[config.mk]
export PLATFORM = sky130hd
export DESIGN_NAME = nco_iq_phase_est
export DESIGN_NICKNAME = d
export VERILOG_FILES = /design/src/rtl/nco_iq_phase_est_pkg.sv /design/src/rtl/nco_cordic_vec_stage.sv /design/src/rtl/nco_iq_phase_est.sv
export SDC_FILE = /design/constraint.sdc
export NUM_CORES = 2
export LEC_CHECK = 0
export CORE_MARGIN = 2
export CORE_UTILIZATION = 60
export DETAILED_ROUTE_END_ITERATION = 16
export MAX_ROUTING_LAYER = met4
export PLACE_DENSITY = 0.77
export SYNTH_ARGS = -nofsm -noshare
export SYNTH_HDL_FRONTEND = slang
export SYNTH_SLANG_ARGS = --single-unit
export TNS_END_PERCENT = 100
[constraint.sdc]
create_clock -name clk -period 5.4 [get_ports clk]
set_input_delay 1.08 -clock clk [delete_from_list [all_inputs] [get_ports clk]]
set_output_delay 1.08 -clock clk [all_outputs]
set_load 0.01 [all_outputs]
[src/rtl/nco_iq_phase_est_pkg.sv]
// Shared constants and pipeline types for the I/Q phase/frequency estimator.
// ATAN[k] = round(atan(2^-k) / 2pi * 2^32); stages scale it down to the phase width.
package nco_iq_phase_est_pkg;

  localparam logic [31:0] ATAN [16] = '{
    32'h2000_0000, 32'h12E4_051E, 32'h09FB_385B, 32'h0511_11D4,
    32'h028B_0D43, 32'h0145_D7E1, 32'h00A2_F61E, 32'h0051_7C55,
    32'h0028_BE53, 32'h0014_5F2F, 32'h000A_2F98, 32'h0005_17CC,
    32'h0002_8BE6, 32'h0001_45F3, 32'h0000_A2FA, 32'h0000_517D
  };

  // Fields are sized for the widest supported configuration; stages use the low bits.
  typedef struct packed {
    logic signed [31:0] x;
    logic signed [31:0] y;
    logic [31:0]        z;
    logic               valid;
    logic               zero;
  } cordic_stage_t;

endpackage

[src/rtl/nco_cordic_vec_stage.sv]
// One registered CORDIC vectoring micro-rotation (stage index K), held while clken is low.
module nco_cordic_vec_stage
  import nco_iq_phase_est_pkg::*;
#(
  parameter int K   = 0,
  parameter int XW  = 16,
  parameter int APR = 32
) (
  input  logic          clk,
  input  logic          reset_n,
  input  logic          clken,
  input  cordic_stage_t stage_i,
  output cordic_stage_t stage_o
);

  localparam logic [APR-1:0] ATAN_K = APR'(ATAN[K] >> (32 - APR));

  logic signed [XW-1:0] x_in, y_in, x_nxt, y_nxt;
  logic [APR-1:0]       z_in, z_nxt;
  logic                 unused_in;
  cordic_stage_t        stage_d, stage_q;

  assign x_in      = stage_i.x[XW-1:0];
  assign y_in      = stage_i.y[XW-1:0];
  assign z_in      = stage_i.z[APR-1:0];
  assign unused_in = ^{stage_i.x, stage_i.y, stage_i.z};

  // Rotate towards y = 0, accumulating the applied angle in z.
  always_comb begin
    if (!y_in[XW-1]) begin
      x_nxt = x_in + (y_in >>> K);
      y_nxt = y_in - (x_in >>> K);
      z_nxt = z_in + ATAN_K;
    end else begin
      x_nxt = x_in - (y_in >>> K);
      y_nxt = y_in + (x_in >>> K);
      z_nxt = z_in - ATAN_K;
    end
    stage_d   = stage_i;
    stage_d.x = 32'(x_nxt);
    stage_d.y = 32'(y_nxt);
    stage_d.z = 32'(z_nxt);
  end

  always_ff @(posedge clk or negedge reset_n) begin
    if (!reset_n) begin
      stage_q <= '0;
    end else if (clken) begin
      stage_q <= stage_d;
    end
  end

  assign stage_o = stage_q;

endmodule

[src/rtl/nco_iq_phase_est.sv]
// I/Q -> phase and per-sample phase increment: pre-rotation, CORDIC vectoring, differentiator.
// Define NCO_IQ_PHASE_EST_AVG_EN to average 2^avg_log2 increments per output strobe.
module nco_iq_phase_est
  import nco_iq_phase_est_pkg::*;
#(
  parameter int mpr      = 14,
  parameter int apr      = 32,
  parameter int iter     = 14,
  parameter int avg_log2 = 4
) (
  input  logic                  clk,
  input  logic                  reset_n,
  input  logic                  clken,
  input  logic                  in_valid,
  input  logic signed [mpr-1:0] i_in,
  input  logic signed [mpr-1:0] q_in,
  output logic [apr-1:0]        phase_o,
  output logic [apr-1:0]        phi_inc_o,
  output logic                  out_valid
);

  localparam int XW = mpr + 2;
  localparam logic [apr-1:0] HALF_TURN = {1'b1, {(apr-1){1'b0}}};

  if (iter < 1 || iter > 16 || apr < 2 || apr > 32 || mpr < 2 || mpr > 30 || avg_log2 < 1) begin : g_bad_params
    $error("nco_iq_phase_est: unsupported parameter set");
  end

  logic signed [XW-1:0] i_ext, q_ext;
  cordic_stage_t        pre_d, pre_q;
  cordic_stage_t        stg [iter+1];

  assign i_ext = XW'(i_in);
  assign q_ext = XW'(q_in);

  // Fold the left half-plane onto the right so the CORDIC only sees +/-90 degrees.
  always_comb begin
    pre_d       = '0;
    pre_d.valid = in_valid;
    pre_d.zero  = (i_in == '0) && (q_in == '0);
    if (i_in[mpr-1]) begin
      pre_d.x = 32'(-i_ext);
      pre_d.y = 32'(-q_ext);
      pre_d.z = 32'(HALF_TURN);
    end else begin
      pre_d.x = 32'(i_ext);
      pre_d.y = 32'(q_ext);
    end
  end

  always_ff @(posedge clk or negedge reset_n) begin
    if (!reset_n) begin
      pre_q <= '0;
    end else if (clken) begin
      pre_q <= pre_d;
    end
  end

  assign stg[0] = pre_q;

  for (genvar gi = 0; gi < iter; gi++) begin : g_stage
    nco_cordic_vec_stage #(
      .K   (gi),
      .XW  (XW),
      .APR (apr)
    ) u_stage (
      .clk     (clk),
      .reset_n (reset_n),
      .clken   (clken),
      .stage_i (stg[gi]),
      .stage_o (stg[gi+1])
    );
  end

  cordic_stage_t  fin;
  logic [apr-1:0] z_fin, delta;
  logic           unused_fin;
  logic [apr-1:0] phase_q, phase_d, inc_q, inc_d, prev_q, prev_d;
  logic           primed_q, primed_d, valid_q, valid_d;

  assign fin        = stg[iter];
  assign z_fin      = fin.z[apr-1:0];
  assign delta      = z_fin - prev_q;
  assign unused_fin = ^{fin.x, fin.y, fin.z};

`ifdef NCO_IQ_PHASE_EST_AVG_EN
  localparam int AW = apr + avg_log2;

  logic signed [AW-1:0]  acc_q, acc_d, acc_sum;
  logic [avg_log2-1:0]   cnt_q, cnt_d;
  logic [apr-1:0]        blk_phase, blk_inc;

  // Zero samples count as a zero increment; the priming sample contributes nothing.
  always_comb begin
    phase_d   = phase_q;
    inc_d     = inc_q;
    prev_d    = prev_q;
    primed_d  = primed_q;
    valid_d   = 1'b0;
    acc_d     = acc_q;
    cnt_d     = cnt_q;
    blk_phase = fin.zero ? '0 : z_fin;
    blk_inc   = fin.zero ? '0 : delta;
    acc_sum   = acc_q + AW'($signed(blk_inc));
    if (fin.valid) begin
      if (!fin.zero) begin
        prev_d   = z_fin;
        primed_d = 1'b1;
      end
      if (fin.zero || primed_q) begin
        if (&cnt_q) begin
          phase_d = blk_phase;
          inc_d   = apr'(acc_sum >>> avg_log2);
          acc_d   = '0;
          cnt_d   = '0;
          valid_d = 1'b1;
        end else begin
          acc_d = acc_sum;
          cnt_d = cnt_q + avg_log2'(1);
        end
      end
    end
  end

  always_ff @(posedge clk or negedge reset_n) begin
    if (!reset_n) begin
      acc_q <= '0;
      cnt_q <= '0;
    end else if (clken) begin
      acc_q <= acc_d;
      cnt_q <= cnt_d;
    end
  end
`else
  always_comb begin
    phase_d  = phase_q;
    inc_d    = inc_q;
    prev_d   = prev_q;
    primed_d = primed_q;
    valid_d  = 1'b0;
    if (fin.valid) begin
      if (fin.zero) begin
        phase_d = '0;
        inc_d   = '0;
        valid_d = 1'b1;
      end else begin
        prev_d   = z_fin;
        primed_d = 1'b1;
        if (primed_q) begin
          phase_d = z_fin;
          inc_d   = delta;
          valid_d = 1'b1;
        end
      end
    end
  end
`endif

  always_ff @(posedge clk or negedge reset_n) begin
    if (!reset_n) begin
      phase_q  <= '0;
      inc_q    <= '0;
      prev_q   <= '0;
      primed_q <= 1'b0;
      valid_q  <= 1'b0;
    end else if (clken) begin
      phase_q  <= phase_d;
      inc_q    <= inc_d;
      prev_q   <= prev_d;
      primed_q <= primed_d;
      valid_q  <= valid_d;
    end
  end

  assign phase_o   = phase_q;
  assign phi_inc_o = inc_q;
  // A held strobe must not be seen again while the pipeline is frozen.
  assign out_valid = valid_q & clken;

endmodule

==> impl_metrics.tcl <==
set metrics [dict create \
    min_period_over_period_pct 79.28 \
    avgRoutedWirePerCell_um 17.87 \
    design.core.area_um2 119500 \
    grt_setup_unrepaired "false" \
    slew_headroom_pct 28.58 \
    totalWireLength_um 167700 \
    hold_class "input port to asynchronous set/reset pin" \
    start_util_pct 60.30 \
    cp.required_ps 5990 \
    ant_nets 0 \
    antenna_cells 0 \
    numPortBuffers 96 \
    cts_tree "done" \
    fin_cells 9381 \
    cp-start-kind "flop" \
    finClkSkew_ps 49.51 \
    grt_pass1_vias 55180 \
    antenna_found_initial 1 \
    clkLatencyLatePin_ps 750 \
    die_w_um 350.6 \
    worstMarginPinSlew_ps 1044 \
    synth.distinct_cells 81 \
    synth_cells 7655 \
    clk_path_buf_depth 3 \
    rows 127 \
    drt_iter0_markers 3527 \
    dieArea_um2 122900 \
    dpl.hpwl_um 125100 \
    cp_max_fo 17 \
    htreeDepth 3 \
    cts_setup_buffers 0 \
    drv_slew 0 \
    cp-end-kind "flop" \
    drt-vias-per-instance 6.042 \
    first_pass_iters 7 \
    tritoncts.num_buffers 104 \
    maxCapViolations 0 \
    dp_slack_ps 1229 \
    grt_overflow 0 \
    synthToLayoutAreaGrowth_pct 9.024 \
    ys_seq_area_share_pct 32.05 \
    r2r_setup_slack_ps 1120 \
    worst_slack_ps 1119 \
    synthFlopType "dfrtp_1" \
    setup_violations 0 \
    synth_edf_count 0 \
    synthesis.area_um2 72060 \
    drive_gt1_share_pct 10.98 \
    nFillCells 9653 \
    ios 97 \
    tns_ps 0 \
    grt_max_degree 184 \
    grt_use_total_pct 28.04 \
    cts_sinks 923 \
    post_cts_resized 0 \
    synthArstFlopShare_pct 100.0 \
    ys_seq_elements 923 \
    post_dp_cell_area_um2 74670 \
    grt_pass1_wl_um 279300 \
    clk_pin_slew_ps 70 \
    post-route-min-period_ps 4281 \
    drc 0 \
    critical_path_arrival_ps 4870 \
    clock.fmax_mhz 233.6 \
    root_buffer "clkbuf_16" \
    ys_warn_count 0 \
    status "complete, no violations" \
    vias 56680 \
    nets 8569 \
    die_height_um 350.6 \
    syn_nets 8547 \
    placedCellCount 9183 \
    hold_viol_final 0 \
    stdcell_area_um2 78560 \
    synth_area_per_cell_um2 9.413 \
    critPathKind "flop to flop" \
    place_congestion 0.9152 \
    holdBufCountCts 0 \
]
[per-layer routing]
metal / vias up / GRT usage (%) / wire length [um]
li1: 27890 / - / -
met1: 27510 / 36.87 / 77450
met2: 997 / 46.10 / 80000
met3: 287 / 2.783 / 5307
met4: 0 / 8.006 / 4928
met5: - / - / 0
[layout by cell type (no fill, tap or decap), types with 47 or more instances in the layout]
master             n
nand3_1          113
nor2b_1           66
xor2_1           279
and3_1            53
nor3_1           187
nand2b_1          59
a22o_1            63
ha_1             820
a21o_1           328
dfrtp_1          923
clkdlybuf4s50_1   94
nor2_1           561
mux2_2           550
a21oi_1          740
nand2_1          392
a211oi_1          91
a31oi_1           72
xnor2_1          531
o21bai_1         117
clkbuf_16        104
o21ai_0          409
inv_1            340
o31ai_1           47
[sequential cells by signal, indices dropped and copies added, names as in the netlist]
name	flops
primed_q	1
valid_q	1
phase_o	32
pre_q	35
phi_inc_o	32
g_stage.u_stage.stage_o	790
prev_q	32
[path summary, 6_finish.rpt]
kind                                                      start                              end  cells past startpoint
max in group asynchronous                               reset_n   g_stage[3].u_stage.stage_o[17]                      2
worst max-delay path            g_stage[10].u_stage.stage_o[49]  g_stage[11].u_stage.stage_o[31]                     12
min in group clk                                  phi_inc_o[26]                    phi_inc_o[26]                      2
worst min-delay path                                    reset_n   g_stage[7].u_stage.stage_o[33]                      1
worst min register to register                    phi_inc_o[26]                    phi_inc_o[26]                      2
worst max register to register  g_stage[10].u_stage.stage_o[49]  g_stage[11].u_stage.stage_o[31]                     12
[area by class of cell]
cell class | instances | area, um2 | area share [%]
timing repair buffer | 145 | 1451 | 1.847
inverter | 344 | 1296 | 1.650
tap | 1612 | 2017 | 2.567
multi-input combinational | 6159 | 46810 | 59.59
clock buffer | 137 | 2917 | 3.712
sequential | 923 | 23100 | 29.40
clock inverter | 61 | 970.9 | 1.236
[synth_stat cells, drive strengths merged, types with 27 or more instances]
master	n	area share, %
a211oi	91	0.95
a21boi	28	0.29
a21o	328	3.4
a21oi	743	5.2
a22o	63	0.77
a31oi	74	0.66
and3	53	0.46
buf	34	0.19
clkbuf	195	1.0
dfrtp	923	32
fa	40	1.1
ha	820	14
inv	340	1.8
mux2	551	8.6
mux2i	44	0.61
nand2	392	2.0
nand2b	59	0.51
nand3	113	0.78
nand4	40	0.35
nor2	562	2.9
nor2b	66	0.57
nor3	187	1.3
nor4	41	0.36
o211ai	27	0.28
o21a	43	0.45
o21ai	418	2.9
o21bai	117	1.2
o2bb2ai	30	0.36
o31ai	47	0.49
or3	44	0.38
xnor2	531	6.5
xor2	279	3.4
[worst max-delay path, cell delays in order, from the launching register on]
cell       delay (ps)
dfrtp_1           350
clkinv_1          530
ha_1              640
nand2_1           100
nor3_1            240
a31oi_1           110
o21ba_2           240
a2111oi_0         890
nor2_1            220
a311oi_1          320
nor2_1             80
xnor2_1           130
mux2_2            260
[logic make-up (layout without fill, tap and decap cells)]
group | count (synthesis) | in the layout | share of synthesized area (%)
AOI/OAI and AO/OA | 2208 | 2208 | 19.50
and+or+nand+nor | 1686 | 1686 | 11.03
DFF | 923 | 923 | 32.05
adders and majority gates | 860 | 860 | 15.35
xor gates and xnor gates | 810 | 810 | 9.845
muxes | 595 | 595 | 9.227
buffers and inverters | 573 | 687 | 2.993
[through the flow]
stage / utilization, % / hold WS (ps)
CTS: 65.74 / 399.4
global route: 65.74 / 438.1
global placement: 62.49 / 461.8
detailed placement: 62.49 / 472.7
floorplan: - / 441.3
finish: 65.74 / 430.0
Power is not shown: default switching activity piles up to over one toggle a cycle in this logic, so the estimate is an artifact.
